### src/rtl/mem_arbiter_pkg.sv
// Shared types and constants for the unified-memory arbiter.
package mem_arbiter_pkg;

    // Request payload widths (instruction fetch and load/store share one bus format)
    localparam int unsigned REQ_ADDR_W = 32;
    localparam int unsigned REQ_DATA_W = 32;
    localparam int unsigned REQ_BE_W   = REQ_DATA_W / 8;

    // Arbiter FSM states
    localparam logic [1:0] ST_IDLE  = 2'd0;
    localparam logic [1:0] ST_ISSUE = 2'd1;
    localparam logic [1:0] ST_WAIT  = 2'd2;

    // Byte-enable patterns for sb / sh / sw
    localparam logic [3:0] BE_BYTE = 4'b0001;
    localparam logic [3:0] BE_HALF = 4'b0011;
    localparam logic [3:0] BE_WORD = 4'b1111;

    typedef struct packed {
        logic [REQ_ADDR_W-1:0] addr;
        logic [REQ_DATA_W-1:0] wdata;
        logic                  we;
        logic [REQ_BE_W-1:0]   be;
    } mem_req_t;

endpackage

### src/rtl/mem_arbiter_rr_picker.sv
// Combinational round-robin picker: one-hot grant to the first request after last_grant.
module rr_picker #(
    parameter  int unsigned NUM_REQ = 2,
    localparam int unsigned ID_W    = $clog2(NUM_REQ)
) (
    input  logic [NUM_REQ-1:0] req,
    input  logic [ID_W-1:0]    last_grant,
    output logic [NUM_REQ-1:0] grant
);

    logic        found;
    int unsigned idx;

    // Search last_grant+1 .. last_grant+NUM_REQ with wrap-around
    always_comb begin
        grant = '0;
        found = 1'b0;
        idx   = 0;
        for (int unsigned off = 1; off <= NUM_REQ; off++) begin
            idx = (int'(last_grant) + off) % NUM_REQ;
            if (!found && req[ID_W'(idx)]) begin
                grant[ID_W'(idx)] = 1'b1;
                found             = 1'b1;
            end
        end
    end

endmodule

### src/rtl/mem_arbiter.sv
// Round-robin arbiter sharing one single-ported memory between NUM_REQ requesters,
// one transaction at a time, with a per-transaction response watchdog.
module mem_arbiter
    import mem_arbiter_pkg::*;
#(
    parameter int unsigned NUM_REQ = 2,
    parameter int unsigned ADDR_W  = REQ_ADDR_W,
    parameter int unsigned DATA_W  = REQ_DATA_W,
    parameter int unsigned TIMEOUT = 255
) (
    input  logic                         clk,
    input  logic                         rst,
    input  logic [NUM_REQ-1:0]           req_valid,
    output logic [NUM_REQ-1:0]           req_ready,
    input  logic [NUM_REQ*ADDR_W-1:0]    req_addr,
    input  logic [NUM_REQ*DATA_W-1:0]    req_wdata,
    input  logic [NUM_REQ-1:0]           req_we,
    input  logic [NUM_REQ*DATA_W/8-1:0]  req_be,
    output logic [NUM_REQ-1:0]           resp_valid,
    output logic [DATA_W-1:0]            resp_rdata,
    output logic                         resp_err,
    output logic                         mem_valid,
    input  logic                         mem_ready,
    output logic [ADDR_W-1:0]            mem_addr,
    output logic [DATA_W-1:0]            mem_wdata,
    output logic                         mem_we,
    output logic [DATA_W/8-1:0]          mem_be,
    input  logic                         mem_rvalid,
    input  logic [DATA_W-1:0]            mem_rdata,
    output logic                         busy,
    output logic [$clog2(NUM_REQ)-1:0]   grant_id
);

    localparam int unsigned BE_W  = DATA_W / 8;
    localparam int unsigned ID_W  = $clog2(NUM_REQ);
    localparam int unsigned CNT_W = $clog2(TIMEOUT + 2);

    logic [1:0]         state_q, state_d;
    mem_req_t           req_q, sel_c;
    logic [ID_W-1:0]    id_q, last_q, pick_id_c;
    logic [NUM_REQ-1:0] pick_c;
    logic [CNT_W-1:0]   cnt_q;
    logic               accept_c, done_ok_c, done_err_c, timeout_c;
    logic [NUM_REQ-1:0] resp_valid_q;
    logic [DATA_W-1:0]  resp_rdata_q;
    logic               resp_err_q;

    rr_picker #(.NUM_REQ(NUM_REQ)) u_picker (
        .req        (req_valid),
        .last_grant (last_q),
        .grant      (pick_c)
    );

    // Accept is offered only in IDLE and never while reset is asserted
    assign req_ready = (state_q == ST_IDLE && rst) ? pick_c : '0;
    assign accept_c  = (state_q == ST_IDLE) && (|pick_c);

    // cnt_q is the age of the transaction in cycles since accept
    assign timeout_c = (TIMEOUT != 0) && (cnt_q >= CNT_W'(TIMEOUT - 1));

    // Encode the one-hot pick and mux out the winner's request, word aligned
    always_comb begin
        pick_id_c = '0;
        for (int unsigned i = 0; i < NUM_REQ; i++) begin
            if (pick_c[i]) pick_id_c = ID_W'(i);
        end
        sel_c          = '0;
        sel_c.addr     = REQ_ADDR_W'(req_addr[int'(pick_id_c)*ADDR_W +: ADDR_W]);
        sel_c.addr[1:0] = 2'b00;
        sel_c.wdata    = REQ_DATA_W'(req_wdata[int'(pick_id_c)*DATA_W +: DATA_W]);
        sel_c.we       = req_we[pick_id_c];
        sel_c.be       = REQ_BE_W'(req_be[int'(pick_id_c)*BE_W +: BE_W]);
    end

    // Next-state logic; a response in the timeout cycle takes priority over the error
    always_comb begin
        state_d    = state_q;
        done_ok_c  = 1'b0;
        done_err_c = 1'b0;
        case (state_q)
            ST_IDLE: begin
                if (accept_c) state_d = ST_ISSUE;
            end
            ST_ISSUE: begin
                if (timeout_c) begin
                    done_err_c = 1'b1;
                    state_d    = ST_IDLE;
                end else if (mem_ready) begin
                    state_d = ST_WAIT;
                end
            end
            ST_WAIT: begin
                if (mem_rvalid) begin
                    done_ok_c = 1'b1;
                    state_d   = ST_IDLE;
                end else if (timeout_c) begin
                    done_err_c = 1'b1;
                    state_d    = ST_IDLE;
                end
            end
            default: state_d = ST_IDLE;
        endcase
    end

    // State register
    always_ff @(posedge clk or negedge rst) begin
        if (!rst) state_q <= ST_IDLE;
        else      state_q <= state_d;
    end

    // Latched request, grant bookkeeping and watchdog
    always_ff @(posedge clk or negedge rst) begin
        if (!rst) begin
            req_q  <= '0;
            id_q   <= '0;
            last_q <= ID_W'(NUM_REQ - 1);
            cnt_q  <= '0;
        end else begin
            if (accept_c) begin
                req_q <= sel_c;
                id_q  <= pick_id_c;
                cnt_q <= CNT_W'(1);
            end else if (state_q != ST_IDLE) begin
                cnt_q <= cnt_q + CNT_W'(1);
            end
            if (done_ok_c || done_err_c) last_q <= id_q;
        end
    end

    // Single-cycle response strobe; data and error hold until the next response
    always_ff @(posedge clk or negedge rst) begin
        if (!rst) begin
            resp_valid_q <= '0;
            resp_rdata_q <= '0;
            resp_err_q   <= 1'b0;
        end else begin
            resp_valid_q <= '0;
            if (done_ok_c || done_err_c) begin
                resp_valid_q <= {{(NUM_REQ-1){1'b0}}, 1'b1} << id_q;
                resp_err_q   <= done_err_c;
                resp_rdata_q <= (done_ok_c && !req_q.we) ? mem_rdata : '0;
            end
        end
    end

    assign resp_valid = resp_valid_q;
    assign resp_rdata = resp_rdata_q;
    assign resp_err   = resp_err_q;
    assign mem_valid  = (state_q == ST_ISSUE);
    assign mem_addr   = ADDR_W'(req_q.addr);
    assign mem_wdata  = DATA_W'(req_q.wdata);
    assign mem_we     = req_q.we;
    assign mem_be     = BE_W'(req_q.be);
    assign busy       = (state_q != ST_IDLE);
    assign grant_id   = id_q;

endmodule
### config.mk
export PLATFORM = sky130hd
export DESIGN_NAME = mem_arbiter
export DESIGN_NICKNAME = d
export VERILOG_FILES = /design/src/rtl/mem_arbiter_pkg.sv /design/src/rtl/mem_arbiter_rr_picker.sv /design/src/rtl/mem_arbiter.sv
export SDC_FILE = /design/constraint.sdc
export NUM_CORES = 1
export LEC_CHECK = 0
export ABC_AREA = 1
export BUFFER_PORTS_ARGS = -buffer_cell sky130_fd_sc_hd__buf_2
export CAP_MARGIN = 40
export CORE_ASPECT_RATIO = 0.6
export CORE_UTILIZATION = 25
export CTS_CLUSTER_DIAMETER = 100
export DETAILED_ROUTE_END_ITERATION = 10
export MAX_ROUTING_LAYER = met4
export PLACE_DENSITY = 0.62
export SLEW_MARGIN = 25
export SYNTH_ARGS = -nofsm -noshare
export SYNTH_HDL_FRONTEND = slang
export SYNTH_SLANG_ARGS = --single-unit
### constraint.sdc
create_clock -name clk -period 2.12 [get_ports clk]
set_clock_uncertainty 0.1 [all_clocks]
set_input_delay 0.106 -clock clk [delete_from_list [all_inputs] [get_ports clk]]
set_output_delay 0.106 -clock clk [all_outputs]
set_load 0.05 [all_outputs]
* Word level (Yosys, flattened, before mapping)
Index checks and enable logic that the tools add are counted.
** Storage, ports and cells
- Register bits :: 115
- Output and inout port bits :: 109
** Cells by class
- Add/sub/neg operators :: 3
- $lt $le $gt $ge :: 6
- Equality and inequality tests :: 5
- Shift operators :: 4
- Mux-type cells :: 30
- Bitwise logic cells :: 1
- Reductions and logical operators :: 14
** Operator list (number)
- $shiftx 64x7->32 :: 2
- $mux 32 :: 1
- $mux 2 :: 9
- $mux 9 :: 2
- $mux 1 :: 14
- $add 9x1->9 const B :: 1
- $ge 9x8->1 const B :: 1
- $shiftx 8x4->4 :: 1
- $logic_and 1x1->1 :: 6
- $lt 1x2->1 const B :: 3
- $pmux 2 s3 :: 1
- $reduce_bool 2->1 :: 2
- $ne 3x1->1 const B :: 1
- $ne 3x3->1 const B :: 1
- $reduce_and 3->1 :: 1
- $add 1x1->1 const B :: 2
- $demux 1 s1 :: 2
- $eq 2x1->1 const B :: 1
- $eq 2x2->1 const B :: 1
- $ge 1x1->1 const B :: 2
- $logic_not 1->1 :: 2
- $logic_not 2->1 :: 1
- $ne 2x2->1 const B :: 1
- $or 2x2->2 :: 1
- 4 further kinds :: 4

* Longest topological paths before layout
Gate-level depths: netlist of the first run.
- Depth after elaboration :: 12
- Gate-level depth with buffers :: 10
- Gate-level depth less buffers :: 10

* Hierarchy
A second synthesis of the first run with hierarchy kept.
** Second synthesis, totals
- Cell total of the unflattened synthesis :: 629
- Area, all modules :: 5323.9 um2
** By module, submodules not included
- mem_arbiter :: instances 1, cells an instance 624, area each 5303.8 um2, sequential area each 2879.0 um2
- rr_picker :: instances 1, cells an instance 5, area each 20.0 um2, sequential area each 0.0 um2

* Worst setup path before layout of the first run
No wires, ideal clock.
- Path type :: reg-to-output
- From :: reg state_q[0]
- To :: out req_ready[0]
- Arrival :: 2.080 ns
- Setup slack :: -0.166 ns
- Stages on the path, launching flop included :: 5
- Cells stage by stage :: dfrtp_1 inv_1 ha_1 inv_2 nor3_1
** Between the ends
- Cells in the longest elaborated chain, start to end :: 3
** RTL lines
- start: declaration :: RTL line mem_arbiter.sv:38 : logic [1:0] state_q, state_d;
- start signal: assignment :: RTL line mem_arbiter.sv:108 : else state_q <= state_d;
- $logic_not 2->1 :: RTL line mem_arbiter.sv:55 : assign req_ready = (state_q == ST_IDLE && rst) ? pick_c : '0;
- $logic_and 1x1->1 :: RTL line mem_arbiter.sv:55
- $mux 2 :: RTL line mem_arbiter.sv:55
- end: declaration :: RTL line mem_arbiter.sv:14 : output logic [NUM_REQ-1:0] req_ready,
No other way between the ends.

* Final worst setup path of the first run
- From :: reg last_q
- To :: out req_ready[1]
** Between the ends
- Cells in the longest elaborated chain, start to end :: 9
** RTL lines
- start: declaration :: RTL line mem_arbiter.sv:40 : logic [ID_W-1:0] id_q, last_q, pick_id_c;
- start signal: assignment :: RTL line mem_arbiter.sv:116 : last_q <= ID_W'(NUM_REQ - 1);
- start signal: assignment :: RTL line mem_arbiter.sv:126 : if (done_ok_c || done_err_c) last_q <= id_q;
- $add 1x1->1 :: RTL line mem_arbiter_rr_picker.sv:20 : idx = (int'(last_grant) + off) % NUM_REQ;
- $lt 1x2->1 (not written as such) or $ge 1x1->1 (tied branches) :: RTL line mem_arbiter_rr_picker.sv:22 : grant[ID_W'(idx)] = 1'b1;
- $logic_and 1x1->1 (not written as such) :: RTL line mem_arbiter_rr_picker.sv:22
- $mux 1 (not written as such) :: RTL line mem_arbiter_rr_picker.sv:22
- $demux 1 s1
- $mux 2 :: RTL line mem_arbiter_rr_picker.sv:21 : if (!found && req[ID_W'(idx)]) begin
- $or 2x2->2 (no line)
- $mux 2 (*) :: RTL line mem_arbiter_rr_picker.sv:21
- $mux 2 (*) :: RTL line mem_arbiter.sv:55
Every way passes the cells marked *; elsewhere a longest branch is shown, timed or not. The select of a mux whose other input is x is not followed.

==> metrics.cfg, run 1 <==
[status]
status = finished, final reports clean

[min_path]
min-delay-start = req_valid[0]
whs_path_depth = 5
worstHoldPathType = in2reg
holdPathEnd = cnt_q[5]$_DFFE_PN0P_

[logic_synthesis]
synthFlopType = dfrtp_1
ys_seq_area_share_pct = 53.3
ys_seq_elements = 115
synth_top_area_share_pct = 52.8
synthCells = 623
synth_edf_count = 0
synth_area_leaders = dfrtp_1, nand2_1, nand3_1
syn_area_per_cell_sq_um = 8.68
synth-async-reset-ratio_pct = 100
ys_types = 30
yosysWarningCount = 0
netlist_area_sq_mm = 0.00541
yosys.area.top_type = dfrtp_1

[placed_design]
hpwl_mm = 12.3
pre_cts_slack_ns = 0.277
gp_congestion = 0.817
port_buffers = 278

[detailed_routing]
drc = 0
first_pass_iters = 7
drtAntennaViolNets = 0
vias = 6254
viasPerCell = 4.64
detail_route.wl_per_cell_um = 15.3
drtIter0Drc = 319
routed_wl_mm = 20.6

[die]
die_area_sq_mm = 0.0222
core_sq_mm = 0.0211
start_util_pct = 25.6
io_pins = 285
die_h_um = 116
die_w_um = 192
rows = 41

[clock_tree]
cts-root-buf = clkbuf_16
clk_pin_slew_worst_paths_ns = 0.06
numCtsBuffers = 17
cts_tree = built
h-tree-depth = 4
clock_sinks = 115
clk_latency_ns = 0.42
postCtsSetupRepairBufs = 0
cts_max_path_buffers = 2

[power_and_ir_drop]
powerDensity_mw_per_mm2 = 1530
p_leak_uw = 0.00459
vdd_drop_max_uv = 934

[cells_and_area]
nets = 1236
seq_area_sq_mm = 0.00288
multi_input_comb_area_sq_mm = 0.00220
final.fill_count = 1987
area_growth_pct = 72.0
drive_gt1_share_pct = 32.2

[critical_path]
reg2reg_slack_ns = 0.28
cp_top_family = flip-flops
path_cells = nand2_2 > nand2_2 > buf_6 > nor3_1 > clkbuf_4
crit_path_start_kind = flip-flop
crit_required_ns = 1.91
cpMostUsedCell = nand2_2
cp_slowest_stage_delay_ns = 0.59
reg2reg_to = resp_rdata[19]$_DFFE_PN0P_
cp_max_fo = 38
worst-path-buf-inv = 2
reg2reg_depth = 8
crit_arrival_ns = 1.81
worstSetupEndpointType = primary output
crit_type = reg2out
cpMaxStageDelayCell = dfstp_2
r2r_start = state_q[0]$_DFFE_PN0P_

[sta]
setup_ws_ns = 0.100
setup_viol = 0
rsz0062_at_grt = no
timing.final.crit_share_pct = 95.3
relSlewSlack_pct = 53.1
layout_min_cycle_time_ns = 2.02
setup_tns_ns = 0
slew_viol_final = 0
fmax_ghz = 0.495
hold_viol = 0
tightestPinTransition_ns = 0.703

[global_routing]
grt_max_degree = 116
grt_overflow = 0
antenna_found_initial = 2
first_global_vias = 6069
grt_pass1_wl_mm = 30.9
grt_usage_pct = 18.8

[run]
drv_cap = 0

cells in the mapped netlist, types with 2 or more instances:
library cell,n
a21oi_1,2
nand2_1,156
buf_4,3
nor3_1,2
a31oi_1,57
inv_2,2
inv_1,14
nand3_1,107
buf_2,22
clkbuf_1,12
dfrtp_1,114
ha_1,5
a31oi_2,10
buf_6,9
nand2_2,3
nand4_1,4
nor2_1,78
o21ai_0,11
repair_timing:
item | 4_1_cts | 5_1_grt
hold buffers | 169 | 0
hold endpoints to repair | 215 | 0
gates resized for setup | 2 | 2
pin swaps | 0 | 0
endpoints found under the setup margin | 2 | 2
worst max-delay path by stage:
stage | depth (start not counted) | to | startpoint
global placement | 10 | resp_valid[1]$_DFF_PN0_ | cnt_q[1]$_DFFE_PN0P_
floorplan | 4 | req_ready[0] | state_q[0]$_DFFE_PN0P_
finish | 5 | req_ready[1] | last_q$_DFFE_PN1P_
detailed placement | 10 | resp_valid[1]$_DFF_PN0_ | cnt_q[1]$_DFFE_PN0P_
global route | 5 | req_ready[1] | last_q$_DFFE_PN1P_
CTS | 5 | req_ready[0] | state_q[1]$_DFFE_PN0P_
cell type report:
type / instances / share of cell area [%]
repair buffers: 459 / 34.6
flip-flops and latches: 115 / 31.0
well taps: 279 / 3.75
inverters: 17 / 0.713
diodes: 2 / 0.0538
clock buffers: 21 / 4.84
multi-input cells: 445 / 23.6
clock inverters: 11 / 1.45
worst min-delay path: stages:
cell	delay, ns
buf_2	0.10
nand3b_4	0.15
nand2_4	0.07
nand2_1	0.06
a21oi_1	0.05
power breakdown:
part / internal (uW) / leakage (uW) / switching (uW) / total, uW
Sequential: 3190 / 0.00139 / 592 / 3780
Combinational: 1950 / 0.00292 / 5600 / 7550
Clock: 1860 / 0.000286 / 1050 / 2910
through the flow:
| stage | instances | power, uW | hold WS [ns] | area (sq um) | utilization, % |
|---|---|---|---|---|---|
| global placement | 1146 | 10900 | 0.187 | 7000 | 33.2 |
| finish | 1349 | 14300 | 0.0695 | 9300 | 44.1 |
| detailed placement | 1146 | 11000 | 0.184 | 7000 | 33.2 |
| global route | 1349 | 15100 | 0.0753 | 9300 | 44.1 |
| floorplan | 624 | 9250 | -0.290 | 5410 | - |
| CTS | 1347 | 14200 | 0.0464 | 9280 | 44.0 |
logic make-up (layout without fill, tap and decap cells):
| kind of cell | Yosys count | count (layout) | synth area share [%] |
|---|---|---|---|
| buffers and inverters | 64 | 508 | 6.46 |
| other | 1 | 4 | 0.0694 |
| AND/OR/NAND/NOR | 356 | 356 | 28.5 |
| adder cells (fa/ha/maj) | 5 | 5 | 1.16 |
| flip-flops | 115 | 115 | 53.3 |
| AO/OA/AOI/OAI | 81 | 81 | 10.4 |
| XOR/XNOR | 1 | 1 | 0.162 |
metal layers:
metal | wire (um) | share of wire [%] | vias up | GRT usage (%)
met5 | 0 | 0 | - | -
met4 | 510 | 2.5 | 0 | 8.04
met3 | 1750 | 8.5 | 43 | 6.33
met2 | 9610 | 47 | 310 | 29.5
met1 | 8700 | 42 | 2940 | 21.9
li1 | - | - | 2961 | -
state kept, by name (all words and copies together), names as in the netlist:
name	flops
resp_err	1
mem_we	1
last_q	1
state_q	2
resp_valid	2
resp_rdata	32
grant_id	1
mem_addr	30
mem_be	4
cnt_q	9
mem_wdata	32
placed cells by master (no fill, tap or decap), types with 2 or more instances in the layout:
cell and instances:
o21ai_0 11, buf_12 3, buf_4 9, nand2_2 3, ha_1 4, clkinv_2 6, a21oi_1 2, nor2_2 2
inv_2 2, bufinv_16 3, inv_1 14, clkinvlp_4 2, clkbuf_1 3, nand2_1 156, a31oi_1 57, nor2_1 77
nand4_1 4, nand3_1 107, nor3_1 2, buf_2 276, dlygate4sd3_1 169, diode_2 2, clkbuf_16 17, dfrtp_1 114
a31oi_2 10, conb_1 2
Note: power is estimated with default switching activity, not from simulation.
==> run 2: changes to the inputs <==
--- a/config.mk
+++ b/config.mk
@@ -10,6 +10,7 @@
 export CAP_MARGIN = 40
 export CORE_ASPECT_RATIO = 0.6
 export CORE_UTILIZATION = 25
+export CTS_BUF_LIST = sky130_fd_sc_hd__clkbuf_16
 export CTS_CLUSTER_DIAMETER = 100
 export DETAILED_ROUTE_END_ITERATION = 10
 export MAX_ROUTING_LAYER = met4
==> run 2 against run 1 <==
Effect of this change:
- final area barely moved
- core utilization hardly changed
- combinational power hardly changed
- worst hold slack about the same
- count of clock-buffer cells in the layout down 4
- critical endpoint unchanged
==> metrics.cfg, run 2 (synthesis results as in run 1) <==
[sta]
fmax_ghz = 0.502  ; was 0.495 GHz
relSlewSlack_pct = 57.4  ; was 53.1%
hold_ws_ns = 0.0692  ; was 0.0695 ns
hold_viol = 0  ; unchanged
setup_viol = 0  ; unchanged
timing.final.crit_share_pct = 94.0  ; was 95.3%
tightestPinTransition_ns = 0.638  ; was 0.703 ns
layout_min_cycle_time_ns = 1.99  ; was 2.02 ns
setup_ws_ns = 0.127  ; was 0.100 ns
slew_viol_final = 0  ; unchanged
rsz0062_at_grt = no  ; unchanged

[min_path]
worstHoldPathType = in2reg  ; unchanged
whs_path_depth = 5  ; unchanged

[power_and_ir_drop]
powerDensity_mw_per_mm2 = 1530  ; about the same
p_leak_uw = 0.00460  ; was 0.00459 uW
vdd_drop_max_uv = 951  ; was 934 uV

[run]
drv_cap = 0  ; unchanged

[critical_path]
reg2reg_slack_ns = 0.27  ; was 0.28 ns
endpoint = req_ready[1]  ; unchanged
r2r_start = state_q[1]$_DFFE_PN0P_  ; was state_q[0]$_DFFE_PN0P_
crit_required_ns = 1.91  ; about the same
crit_path_start_kind = flip-flop  ; unchanged
crit_arrival_ns = 1.79  ; was 1.81 ns
reg2reg_depth = 9  ; was 8
reg2reg_to = resp_valid[1]$_DFF_PN0_  ; was resp_rdata[19]$_DFFE_PN0P_
cp_max_fo = 38  ; unchanged
crit_path_start = last_q$_DFFE_PN1P_  ; unchanged
crit_type = reg2out  ; unchanged
worstSetupEndpointType = primary output  ; unchanged

[clock_tree]
clk_latency_ns = 0.42  ; about the same
cts-root-buf = clkbuf_16  ; unchanged
postCtsSetupRepairBufs = 0  ; unchanged
numCtsBuffers = 17  ; unchanged
clk_pin_slew_worst_paths_ns = 0.06  ; about the same
cts_tree = built  ; unchanged
cts_max_path_buffers = 2  ; unchanged
h-tree-depth = 4  ; unchanged
clock_sinks = 115  ; unchanged

[die]
rows = 41  ; unchanged
core_sq_mm = 0.0211  ; unchanged
die_h_um = 116  ; unchanged
die_w_um = 192  ; unchanged
start_util_pct = 25.6  ; unchanged
die_area_sq_mm = 0.0222  ; unchanged
io_pins = 285  ; unchanged

[global_routing]
first_global_vias = 6107  ; was 6,069
grt_usage_pct = 18.9  ; was 18.8%
grt_max_degree = 116  ; unchanged
grt_pass1_wl_mm = 31.1  ; was 30.9 mm
antenna_found_initial = 2  ; unchanged
grt_overflow = 0  ; unchanged

[cells_and_area]
area_growth_pct = 71.9  ; was 72.0%
final_cell_mix = buf_2, dlygate4sd3_1, nand2_1, dfrtp_1, nand3_1  ; unchanged
drive_gt1_share_pct = 32.1  ; was 32.2%
nets = 1236  ; unchanged
final_common_cell = buf_2  ; unchanged
post-route-util_pct = 44.1  ; about the same
final_cell_area_sq_mm = 0.00930  ; about the same
instances_no_fill = 1349  ; unchanged

[placed_design]
place_inst = 1146  ; unchanged
post_dp_cell_area_sq_mm = 0.00700  ; unchanged
pre_cts_slack_ns = 0.277  ; unchanged
hpwl_mm = 12.3  ; unchanged
port_buffers = 278  ; unchanged
gp_congestion = 0.817  ; unchanged

[detailed_routing]
vias = 6246  ; was 6,254
detail_route.wl_per_cell_um = 15.4  ; was 15.3 um
drc = 0  ; unchanged
drtAntennaViolNets = 0  ; unchanged
routed_wl_mm = 20.7  ; was 20.6 mm
viasPerCell = 4.63  ; was 4.64
drtIter0Drc = 366  ; was 319
first_pass_iters = 5  ; was 7

[status]
status = finished, final reports clean  ; unchanged

-- run 2: power by group --
part	internal, uW	total [uW]	switching [uW]	leakage [uW]
combinational	1950	7580	5630	0.00292
sequential	3190	3780	589	0.00139
clock	1810	2860	1050	0.000293
total	6960	14200	7270	0.00460
-- run 2: layout make-up --
class	instances	area, sq um
flip-flops and latches	115	2880
multi-input cells	445	2200
clock buffers	17	425
clock inverters	15	150
diodes	2	5.00
repair buffers	459	3220
fillers	1992	11800
well taps	279	349
inverters	17	66.3
-- run 2: per-layer routing --
| metal | track usage, % | vias to the layer above | routed length, um |
|---|---|---|---|
| met3 | 6.33 | 50 | 1810 |
| met4 | 8.31 | 0 | 530 |
| li1 | - | 2962 | - |
| met5 | - | - | 0 |
| met2 | 29.6 | 306 | 9660 |
| met1 | 22.1 | 2928 | 8750 |
-- run 2: repair_timing --
action / in CTS / in global routing
resized for setup: 2 / 3
setup endpoints to repair: 2 / 2
hold endpoints to repair: 215 / 0
hold buffers: 169 / 0
-- run 2: per-stage QoR --
step           TNS (ns)  total power, uW
6_report              0            14200
4_1_cts               0            14200
3_3_place_gp          0            10900
5_1_grt               0            15000
3_5_place_dp          0            11000
2_1_floorplan    -0.332             9250
-- run 2: worst min path at each step --
stage | start | endpoint | slack [ns]
floorplan | rst | cnt_q[0]$_DFFE_PN0P_ | -0.29
global placement | rst | state_q[0]$_DFFE_PN0P_ | 0.19
detailed placement | rst | state_q[0]$_DFFE_PN0P_ | 0.18
CTS | req_valid[0] | cnt_q[5]$_DFFE_PN0P_ | 0.05
global route | req_valid[0] | cnt_q[5]$_DFFE_PN0P_ | 0.08
finish | req_valid[0] | cnt_q[5]$_DFFE_PN0P_ | 0.07
-- run 2: worst max-delay path, cell delays in order (launching register included) --
cell	delay, ns
dfstp_2	0.59
nand2_2	0.13
nand2_2	0.10
buf_8	0.24
nor3_1	0.08
clkbuf_4	0.22
==> run 3: changes to the inputs <==
--- a/config.mk
+++ b/config.mk
@@ -10,7 +10,7 @@
 export CAP_MARGIN = 40
 export CORE_ASPECT_RATIO = 0.6
 export CORE_UTILIZATION = 25
-export CTS_BUF_LIST = sky130_fd_sc_hd__clkbuf_16
+export CTS_BUF_LIST = sky130_fd_sc_hd__clkbuf_4 sky130_fd_sc_hd__clkbuf_8
 export CTS_CLUSTER_DIAMETER = 100
 export DETAILED_ROUTE_END_ITERATION = 10
 export MAX_ROUTING_LAYER = met4
==> run 3 against run 2 <==
Effect of this change:
- cell count is the same
- core utilization shrank 0.74 points
- non-clock buffer count grew 1
- first-iteration DRC count shrank 8.5%
- routed wire length shrank 0.44%
- via count shrank 0.58%
- sequential power is essentially flat
- sequential share of layout area grew 0.53 points
- global-route usage shrank 0.16 points
- largest cell class unchanged
==> metrics.cfg, run 3 (synthesis results as in run 1) <==
[power_and_ir_drop]
vdd_drop_max_uv = 947  ; was 951 uV
p_comb_share_pct = 56.0  ; was 53.3%
finalPower_uw = 13500  ; was 14,200 uW
switchingPower_uw = 7180  ; was 7270 uW
p_leak_uw = 0.00452  ; was 0.00460 uW
p_sw_share_pct = 53.0  ; was 51.1%
intPower_uw = 6360  ; was 6960 uW
clkPwrFrac_pct = 16.1  ; was 20.1%
powerDensity_mw_per_mm2 = 1480  ; was 1530 mW/mm^2
seq_power_share_pct = 27.9  ; was 26.6%

[sta]
tightestPinTransition_ns = 0.652  ; was 0.638 ns
slew_viol_final = 0  ; unchanged
fmax_ghz = 0.503  ; was 0.502 GHz
timing.final.crit_share_pct = 93.9  ; was 94.0%
relSlewSlack_pct = 56.5  ; was 57.4%
hold_viol = 0  ; unchanged
setup_tns_ns = 0  ; unchanged
setup_viol = 0  ; unchanged
layout_min_cycle_time_ns = 1.99  ; about the same

[global_routing]
antenna_found_initial = 1  ; was 2
grt_overflow = 0  ; unchanged
grt_max_degree = 116  ; unchanged
grt_usage_pct = 18.7  ; was 18.9%
grt_pass1_wl_mm = 30.8  ; was 31.1 mm
first_global_vias = 6000  ; was 6,107

[detailed_routing]
met1Wirelength_mm = 8.88  ; was 8.75 mm
detail_route.wl_per_cell_um = 15.3  ; was 15.4 um
drtAntennaViolNets = 0  ; unchanged
first_pass_iters = 4  ; was 5
vias = 6210  ; was 6,246
top_layer = met4  ; unchanged
drc = 0  ; unchanged
viasPerCell = 4.60  ; was 4.63
met2_length_mm = 9.65  ; was 9.66 mm
routed_wl_mm = 20.7  ; about the same
drtIter0Drc = 335  ; was 366
met3WireLength_mm = 1.70  ; was 1.81 mm

[die]
die_h_um = 116  ; unchanged
io_pins = 285  ; unchanged
start_util_pct = 25.6  ; unchanged
rows = 41  ; unchanged
die_area_sq_mm = 0.0222  ; unchanged
die_w_um = 192  ; unchanged
core_sq_mm = 0.0211  ; unchanged

[clock_tree]
clk_pin_slew_worst_paths_ns = 0.07  ; was 0.06 ns
h-tree-depth = 4  ; unchanged
clk_latency_ns = 0.46  ; was 0.42 ns
cts_tree = built  ; unchanged
numCtsBuffers = 17  ; unchanged
cts_max_path_buffers = 2  ; unchanged
cts-root-buf = clkbuf_8  ; was clkbuf_16
clock_sinks = 115  ; unchanged

[cells_and_area]
drive_gt1_share_pct = 32.5  ; was 32.1%
final_cell_area_sq_mm = 0.00914  ; was 0.00930 sq mm
final.fill_count = 2007  ; was 1,992
final_cell_mix = buf_2, dlygate4sd3_1, nand2_1, dfrtp_1, nand3_1  ; unchanged
area_growth_pct = 69.1  ; was 71.9%
final_common_cell = buf_2  ; unchanged
nets = 1237  ; was 1,236

[run]
drv_cap = 0  ; unchanged

[status]
status = finished, final reports clean  ; unchanged

[critical_path]
cp_slowest_stage_delay_ns = 0.40  ; was 0.59 ns
cpMaxStageDelayCell = dfrtp_1  ; was dfstp_2
crit_required_ns = 1.91  ; about the same
crit_type = reg2out  ; unchanged
crit_arrival_ns = 1.78  ; was 1.79 ns
cp_max_fo = 8  ; was 38
crit_path_start_kind = flip-flop  ; unchanged
path_cells = inv_1 > ha_4 > inv_2 > nor3_1 > buf_4  ; was nand2_2 > nand2_2 > buf_8 > nor3_1 > clkbuf_4
worstSetupEndpointType = primary output  ; unchanged

[min_path]
worstHoldPathType = in2reg  ; unchanged

[placed_design]
gp_congestion = 0.817  ; unchanged
port_buffers = 278  ; unchanged
hpwl_mm = 12.3  ; unchanged
post_dp_cell_area_sq_mm = 0.00700  ; unchanged

[run 3: cell count changes in the layout (fill, tap and decap cells not counted), sizes merged]
cell         previous run  this run
diode                   2         1
clkbuf                 18        21
buf                   289       290
clkinv                  7         6
inv                    20        17
dlygate4sd3           169       170
[run 3: through the flow]
stage                     worst slack (ns)  instances  utilization (%)  hold WS, ns
after floorplan                     -0.166        624                -       -0.290
after global placement               0.316       1146             33.2        0.187
after detailed placement             0.277       1146             33.2        0.184
after CTS                          0.00358       1348             43.2       0.0929
after global routing               -0.0284       1349             43.4        0.116
final                                0.130       1349             43.4        0.131
[run 3: timing repair]
action / 4_1_cts / 5_1_grt
cloned: 0 / 0
endpoints found under the hold margin: 218 / 0
endpoints found under the setup margin: 2 / 2
buffers inserted: 0 / 0
gates resized for setup: 3 / 5
hold buffers: 170 / 0
[run 3: worst max-delay path, delay by kind of cell, from the launching register on]
kind,cells,cell delay (ns)
DFF,1,0.40
and+or+nand+nor,1,0.23
adders and majority gates,1,0.22
buffers and inverters,3,0.48
[run 3: routing by layer]
layer	track usage [%]	vias up
li1	-	2961
met1	22.3	2926
met4	6.83	0
met3	6.72	31
met2	29.2	292
met5	-	-
[run 3: power by group through the flow]
stage               logic [uW]  registers [uW]  clock network (uW)
finish                    7590            3780                2180
CTS                       7480            3760                2230
detailed placement        7230            3780                   0
floorplan                 2380            6870                   0
global route              8110            3890                2360
global placement          7180            3760                   0
[run 3: layout make-up]
type	instances	area, sq um	area share [%]
Clock buffer	21	270	2.96
Antenna cell	1	2.50	0.0274
Multi-Input combinational cell	445	2200	24.0
Tap cell	279	349	3.82
Inverter	17	66.3	0.726
Clock inverter	11	135	1.48
Sequential cell	115	2880	31.5
Timing Repair Buffer	460	3240	35.5
[run 3: final timing paths]
path	to	slack (ns)	start	depth (start not counted)
setup reg to reg	resp_rdata[19]$_DFFE_PN0P_	0.27	state_q[0]$_DFFE_PN0P_	8
setup / recovery	req_ready[1]	0.13	state_q[0]$_DFFE_PN0P_	5
hold / removal	cnt_q[5]$_DFFE_PN0P_	0.13	req_valid[1]	6
hold reg to reg	resp_err$_DFFE_PN0P_	0.38	resp_err$_DFFE_PN0P_	2
max in group asynchronous	mem_wdata[27]$_DFFE_PN0N_	1.16	rst	3
min in group asynchronous	cnt_q[8]$_DFFE_PN0P_	0.24	rst	3
